==> src/rtl/perceptron_pkg.sv <==
// Shared definitions for the perceptron cores: register select codes,
// activation modes, FSM states and width helpers.
package perceptron_pkg;

   localparam logic [1:0] SEL_WEIGHT = 2'd0;
   localparam logic [1:0] SEL_INPUT  = 2'd1;
   localparam logic [1:0] SEL_BIAS   = 2'd2;
   localparam logic [1:0] SEL_RESULT = 2'd3;

   localparam logic MODE_STEP   = 1'b0;
   localparam logic MODE_LINEAR = 1'b1;

   typedef enum logic [1:0] {
      ST_IDLE = 2'd0,
      ST_MAC  = 2'd1,
      ST_ACT  = 2'd2
   } state_e;

   function automatic int word_width(input int int_w, input int fract_w);
      return int_w + fract_w;
   endfunction

   // Sum of N full-precision products plus the shifted bias cannot overflow this.
   function automatic int acc_width(input int n, input int int_w, input int fract_w);
      return 2 * (int_w + fract_w) + $clog2(n) + 1;
   endfunction

endpackage

==> src/rtl/fp_saturate.sv <==
// Converts a wide accumulator (2*F fractional bits) to a W-bit Q word:
// arithmetic shift right by F, then clamp to the signed W-bit range.
module fp_saturate #(
   parameter int ACC_W = 35,
   parameter int W     = 16,
   parameter int F     = 12
) (
   input  logic [ACC_W-1:0] acc_i,
   output logic [W-1:0]     sat_o
);

   logic signed [ACC_W-1:0] shifted;
   logic [ACC_W-W:0]        hi_bits;

   assign shifted = $signed(acc_i) >>> F;
   // The value fits when every bit from W-1 upwards equals the sign.
   assign hi_bits = shifted[ACC_W-1:W-1];

   always_comb begin
      sat_o = shifted[W-1:0];
      if (!((&hi_bits) || (~|hi_bits))) begin
         if (hi_bits[ACC_W-W]) begin
            sat_o = {1'b1, {(W-1){1'b0}}};
         end else begin
            sat_o = {1'b0, {(W-1){1'b1}}};
         end
      end
   end

endmodule

==> src/rtl/perceptron_mac_n.sv <==
// N-input fixed-point perceptron: register file, one-product-per-cycle MAC,
// and step / saturated-linear activation.
module perceptron_mac_n
   import perceptron_pkg::*;
#(
   parameter int N_INPUTS       = 4,
   parameter int FP_INT_WIDTH   = 4,
   parameter int FP_FRACT_WIDTH = 12,
   localparam int W             = word_width(FP_INT_WIDTH, FP_FRACT_WIDTH),
   localparam int AW            = $clog2(N_INPUTS)
) (
   input  logic          clk,
   input  logic          rst,
   input  logic          wr_en,
   input  logic [1:0]    wr_sel,
   input  logic [AW-1:0] wr_addr,
   input  logic [W-1:0]  wr_data,
   input  logic [1:0]    rd_sel,
   input  logic [AW-1:0] rd_addr,
   output logic [W-1:0]  rd_data,
   input  logic          start,
   input  logic          mode,
   output logic          busy,
   output logic          done,
   output logic [W-1:0]  result
);

   localparam int ACC_W = acc_width(N_INPUTS, FP_INT_WIDTH, FP_FRACT_WIDTH);

   logic [W-1:0]     weight_q [N_INPUTS];
   logic [W-1:0]     in_q     [N_INPUTS];
   logic [W-1:0]     bias_q, bias_d;
   logic [W-1:0]     result_q, result_d;
   logic [ACC_W-1:0] acc_q, acc_d;
   logic [AW-1:0]    idx_q, idx_d;
   logic             mode_q, mode_d;
   logic             done_q, done_d;
   state_e           state_q, state_d;

   logic             wr_idle, wr_addr_ok, rd_addr_ok;
   logic [W-1:0]     w_cur, x_cur, sat_val;
   logic [2*W-1:0]   w_ext, x_ext, prod;
   logic [ACC_W-1:0] bias_ext;

   // start/wr_en are accepted only while busy is low; anything offered
   // while busy is dropped, nothing is queued.
   assign busy       = (state_q != ST_IDLE);
   assign done       = done_q;
   assign result     = result_q;
   assign wr_idle    = wr_en && (state_q == ST_IDLE);
   assign wr_addr_ok = ({{(32-AW){1'b0}}, wr_addr} < 32'(N_INPUTS));
   assign rd_addr_ok = ({{(32-AW){1'b0}}, rd_addr} < 32'(N_INPUTS));

   // A bias written in the same cycle as start must seed the accumulator.
   assign bias_d   = (wr_idle && wr_sel == SEL_BIAS) ? wr_data : bias_q;
   assign bias_ext = {{(ACC_W-W){bias_d[W-1]}}, bias_d};

   assign w_cur = weight_q[idx_q];
   assign x_cur = in_q[idx_q];
   assign w_ext = {{W{w_cur[W-1]}}, w_cur};
   assign x_ext = {{W{x_cur[W-1]}}, x_cur};
   assign prod  = w_ext * x_ext;

   fp_saturate #(
      .ACC_W (ACC_W),
      .W     (W),
      .F     (FP_FRACT_WIDTH)
   ) u_sat (
      .acc_i (acc_q),
      .sat_o (sat_val)
   );

   always_comb begin
      state_d  = state_q;
      acc_d    = acc_q;
      idx_d    = idx_q;
      mode_d   = mode_q;
      result_d = result_q;
      done_d   = 1'b0;
      case (state_q)
         ST_IDLE: begin
            if (start) begin
               mode_d  = mode;
               acc_d   = bias_ext << FP_FRACT_WIDTH;
               idx_d   = '0;
               state_d = ST_MAC;
            end
         end
         ST_MAC: begin
            acc_d = acc_q + {{(ACC_W-2*W){prod[2*W-1]}}, prod};
            idx_d = idx_q + 1'b1;
            if (idx_q == AW'(N_INPUTS-1)) begin
               state_d = ST_ACT;
            end
         end
         ST_ACT: begin
            if (mode_q == MODE_LINEAR) begin
               result_d = sat_val;
            end else begin
               result_d = {{(W-1){1'b0}}, ~acc_q[ACC_W-1]};
            end
            done_d  = 1'b1;
            state_d = ST_IDLE;
         end
         default: state_d = ST_IDLE;
      endcase
   end

   always_ff @(posedge clk) begin
      if (rst) begin
         state_q  <= ST_IDLE;
         acc_q    <= '0;
         idx_q    <= '0;
         mode_q   <= MODE_STEP;
         done_q   <= 1'b0;
         result_q <= {{(W-1){1'b0}}, 1'b1};
         bias_q   <= '0;
         for (int i = 0; i < N_INPUTS; i++) begin
            weight_q[i] <= '0;
            in_q[i]     <= '0;
         end
      end else begin
         state_q  <= state_d;
         acc_q    <= acc_d;
         idx_q    <= idx_d;
         mode_q   <= mode_d;
         done_q   <= done_d;
         result_q <= result_d;
         bias_q   <= bias_d;
         if (wr_idle && wr_addr_ok && wr_sel == SEL_WEIGHT) begin
            weight_q[wr_addr] <= wr_data;
         end
         if (wr_idle && wr_addr_ok && wr_sel == SEL_INPUT) begin
            in_q[wr_addr] <= wr_data;
         end
      end
   end

   always_comb begin
      rd_data = '0;
      case (rd_sel)
         SEL_WEIGHT: if (rd_addr_ok) rd_data = weight_q[rd_addr];
         SEL_INPUT:  if (rd_addr_ok) rd_data = in_q[rd_addr];
         SEL_BIAS:   rd_data = bias_q;
         default:    rd_data = result_q;
      endcase
   end

endmodule

==> config.mk <==
export PLATFORM = sky130hd
export DESIGN_NAME = perceptron_mac_n
export DESIGN_NICKNAME = d
export VERILOG_FILES = /design/src/rtl/perceptron_pkg.sv /design/src/rtl/fp_saturate.sv /design/src/rtl/perceptron_mac_n.sv
export SDC_FILE = /design/constraint.sdc
export NUM_CORES = 1
export LEC_CHECK = 0
export ABC_AREA = 1
export ABC_CLOCK_PERIOD_IN_PS = 22700
export BUFFER_PORTS_ARGS = -buffer_cell sky130_fd_sc_hd__buf_2
export CORE_MARGIN = 2
export CORE_UTILIZATION = 29
export CTS_CLUSTER_SIZE = 25
export DETAILED_ROUTE_END_ITERATION = 8
export PLACE_DENSITY = 0.48
export SYNTH_ARGS = -nofsm -noshare
export SYNTH_HDL_FRONTEND = slang
export SYNTH_SLANG_ARGS = --single-unit
==> constraint.sdc <==
create_clock -name clk -period 22.7 [get_ports clk]
set_clock_uncertainty 0.1 [all_clocks]
set_input_delay 4.54 -clock clk [delete_from_list [all_inputs] [get_ports clk]]
set_output_delay 4.54 -clock clk [all_outputs]
set_load 0.01 [all_outputs]
# --- Word-level counts from Yosys, hierarchy flattened ---
# Memory sizes are Yosys's and may differ from the RTL's. A register that Yosys moved wholly into a read port is not among the register bits.
# Index checks and enable logic that the tools add are counted.
word_totals:
  ram_bits: 128
  wordCells: 71
  output_inout_bits: 34
  mem_count: 2
  reg_bits: 73
  inputBits: 29
mem_list:
  columns: ["memory", "depth", "word_bits", "rd", "rd_ports_with_merged_regs", "wr", "line", "rtl"]
  rows:
  - ["in_q", 4, 16, 2, 1, 4, "perceptron_mac_n.sv:31", "logic [W-1:0] in_q [N_INPUTS];"]
  - ["weight_q", 4, 16, 2, 1, 4, "perceptron_mac_n.sv:30", "logic [W-1:0] weight_q [N_INPUTS];"]
classes:
  n_reduce_logical: 18
  eq_ne: 9
  add_sub_neg: 2
  n_mul: 1
  n_mux: 31
  bitwise_logic: 1
op_table:
  columns: ["op", "count"]
  rows:
  - ["$mux 16", 6]
  - ["$pmux 35 s2", 1]
  - ["$pmux 16 s3", 1]
  - ["$add 35x35->35", 1]
  - ["$mux 35", 1]
  - ["$mul 16x16->32", 1]
  - ["$reduce_or 16->1", 2]
  - ["$mux 2", 9]
  - ["$mux 1", 11]
  - ["$eq 2x2->1 const B", 4]
  - ["$pmux 2 s2", 2]
  - ["$reduce_and 8->1", 1]
  - ["$reduce_or 8->1", 1]
  - ["$eq 2x1->1 const B", 3]
  - ["$logic_not 2->1", 3]
  - ["$reduce_and 2->1", 3]
  - ["$logic_and 1x1->1", 4]
  - ["$ne 2x2->1 const B", 2]
  - ["$reduce_bool 2->1", 2]
  - ["$add 2x1->2 const B", 1]
  - ["$logic_not 1->1", 1]
  - ["$logic_or 1x1->1", 1]
  - ["$not 1->1", 1]

# --- Longest topological paths before layout ---
depth:
  word_depth: 8
  mapped_depth: 44
  mapped_depth_nobuf: 42

# --- By module ---
# Synthesis repeated with hierarchy kept, for this count alone.
unflattened:
  cells_unflattened: 2951
  hier_area_um2: 22670.5
by_module_without_submodules:
  columns: ["module", "cells_per_inst", "n_inst", "seq_area_each_um2", "area_per_inst_um2"]
  rows:
  - ["perceptron_mac_n", 2893, 1, 5345.1, 22405.2]
  - ["fp_saturate", 58, 1, 0.0, 265.3]

# --- Least setup slack after synthesis ---
# No wires, ideal clock.
synth_timing:
  path_type: "input-to-output"
  startpoint: "in rd_addr[0]"
  endpoint: "out rd_data[10]"
  arrival_time_ns: 5.497
  setup_slack_ns: 12.563
  n_path_buf: 3
  required_time_ns: 18.060
  stages: 7
  cell_sequence: "buf_2 buf_2 clkbuf_1 nand2_1 nand3_1 nand3_1 nand3_1"
synth_via:
  elab_chain_cells: 2
  word_cells_on_any_way: 3
  classes_between: "mux (1); memory (2)"
synth_lines:
  columns: ["element", "line", "rtl"]
  rows:
  - ["from (decl)", "perceptron_mac_n.sv:19", "input logic [AW-1:0] rd_addr,"]
  - ["$mem_v2 4x16, on equally long branches", null, null]
  - ["$pmux 16 s3 (*)", "perceptron_mac_n.sv:141", "case (rd_sel)"]
  - ["to (decl)", "perceptron_mac_n.sv:20", "output logic [W-1:0] rd_data,"]
# Every way passes the cells marked *; elsewhere a longest branch is shown, timed or not.

# --- Final worst setup path ---
layout_timing:
  startpoint: "in rd_addr[0]"
  endpoint: "out rd_data[7]"
# The elaborated chain is that of the path after synthesis.

==> qor.yml <==
nFillCells: 8261
die_y_um: 282
synthTopCellsByArea: "fa_1 (24%), edfxtp_1 (17%), nand2_1 (9.6%)"
syn-num-nets: 3283
timing.rr.end: "acc_q[31]"
r2r_cells: 33
min_from: "acc_q[2]"
async_reset_ff_frac: 0
post_route_cells_drive_above_1_share: 0.0831
hold_class: "reg2reg"
critPathLaunchType: "input port"
cts_hold_buffers: 0
grt_use_total: 0.199
drt-initial-drc-count: 1441
grt_pass1_wl_mm: 119
post-synth-top-area-fraction: 0.235
clock.fmax_mhz: 85.9
antenna_found_initial: 2
start_util: 0.294
cts_tree: "built"
cts_root_buffer: "clkbuf_16"
tns_ns: 0
cp-end-kind: "primary output"
cts_buffers: 24
rsz0062_at_grt: "false"
clk_pin_slew_ns: 0.05
cp.required_ns: 18.06
diodes: 0
syn_area_mm2: 0.0224
dr.pass1.iters: 5
syn-instance-count: 2869
clkLatencyLatePin_ns: 0.57
ys_warn_count: 0
hold_viol: 0
crit_type: "in2out"
grt_max_degree: 97
crit_end: "rd_data[7]"
via_per_inst: 4.84
cp.arrival_ns: 7.00
wl_mm: 77.6
area_growth_pct: 9.71
synth_edf_count: 128
place.gp.congestion: 0.910
vias: 19100
setup_violations: 0
clock_sinks: 203
wire_per_inst_um: 19.7
fin_crit_sh: 0.513
synth.distinct_cells: 57
ios: 63
drc: 0
drv_slew: 0
status: "finished clean"
core_area_mm2: 0.0762
final_antenna_net_count: 0
critPathLaunch: "rd_addr[0]"
dieArea_mm2: 0.0794
yosysSeqAreaShare: 0.239
ys_seq_elements: 203
clk_path_buf_depth: 3
chipWidth_um: 282
synth_ff_type: "edfxtp_1"
period_needed_ns: 11.64
dp_hpwl_mm: 59.6
rrSetupSlack_ns: 12.43
tightest_slew_ns: 1.11
relSlewSlack: 0.250
cts_resized: 0
avgSynthCellArea_um2: 7.80
rows: 101
htree_num_levels: 1
final_cell_mix: "nand2_1 (570), inv_1 (511), nor2_1 (409), fa_1 (263), a21oi_1 (179)"
grt_overflow: 0
nets: 3308
postCtsSetupRepairBufs: 0
grt_pass1_vias: 19100
max_cap_viol_count: 0
synth_area_leader_cell: "fa_1"
cp_max_fo: 65
final_common_cell: "nand2_1"
place.port_buffers: 62
critical path, stage by stage:
cell and delay [ns]:
buf_2 0.08, buf_4 0.57, inv_2 0.64, o21ai_0 0.35, a21oi_1 0.10, a21oi_1 0.17
nand3_1 0.24, buf_2 0.22
metrics by stage:
step                std cells  worst slack (ns)  utilization  cell area (um^2)  hold WS [ns]
floorplan                2869             12.56            -             22400         0.344
global placement         3898             11.18        0.312             23800         0.359
detailed placement       3898             11.13        0.312             23800         0.363
CTS                      3942             11.12        0.322             24600         0.373
global route             3942             10.90        0.322             24600         0.395
finish                   3942             11.06        0.322             24600         0.369
final cells by class:
cell class              count  area, um^2  area share
clock inverters             8        70.1     0.00285
clock buffers              36         706      0.0287
inverters                 546        2050      0.0835
flip-flops and latches    203        5350       0.218
well taps                1030        1290      0.0525
repair buffers             97         573      0.0233
multi-input cells        2022       14500       0.591
state kept, by name (all words and copies together) (netlist names), named ones only:
register  cells
weight_q     64
idx_q         2
bias_q       16
state_q       2
acc_q        35
result       16
mode_q        1
done          1
in_q         64
kinds of logic after synthesis:
logic type                 share of synthesized area
and+or+nand+nor                                0.222
buffers and inverters                          0.113
AOI/OAI and AO/OA                              0.112
adders and majority gates                      0.303
DFF                                            0.239
xor gates and xnor gates                      0.0114
cells in the mapped netlist, types with 7 or more instances:
| cell type | number |
|---|---|
| xnor2_1 | 13 |
| nor2_1 | 409 |
| o21ai_0 | 124 |
| a32oi_1 | 17 |
| clkbuf_1 | 38 |
| edfxtp_1 | 128 |
| nand4_1 | 19 |
| buf_2 | 42 |
| xor2_1 | 16 |
| inv_2 | 26 |
| dfxtp_1 | 75 |
| fa_1 | 263 |
| ha_1 | 122 |
| nor2_2 | 12 |
| o21bai_1 | 7 |
| a21o_1 | 7 |
| o211ai_1 | 14 |
| or2_2 | 9 |
| clkinv_1 | 8 |
| o2111ai_1 | 9 |
| nor3_1 | 36 |
| nand2_1 | 570 |
| a21oi_1 | 179 |
| nand2_2 | 15 |
| buf_1 | 7 |
| nand3_1 | 98 |
| a32oi_2 | 13 |
| inv_1 | 511 |
| a31oi_1 | 9 |
per-layer routing:
metal	share of wire	vias to the layer above	global-route usage
met5	0	-	0
met4	0.021	0	0.0434
met3	0.051	68	0.0165
met2	0.45	522	0.324
met1	0.47	9420	0.287
li1	-	9053	-
worst min path at each step:
stage	end	slack [ns]	cells after the start
after floorplan	acc_q[2]	0.34	2
after global placement	acc_q[2]	0.36	2
after detailed placement	acc_q[11]	0.36	2
after CTS	acc_q[11]	0.37	2
after global routing	acc_q[11]	0.39	2
final	acc_q[2]	0.37	2
Power is not shown: default switching activity piles up to over one toggle a cycle in this logic, so the estimate is an artifact.
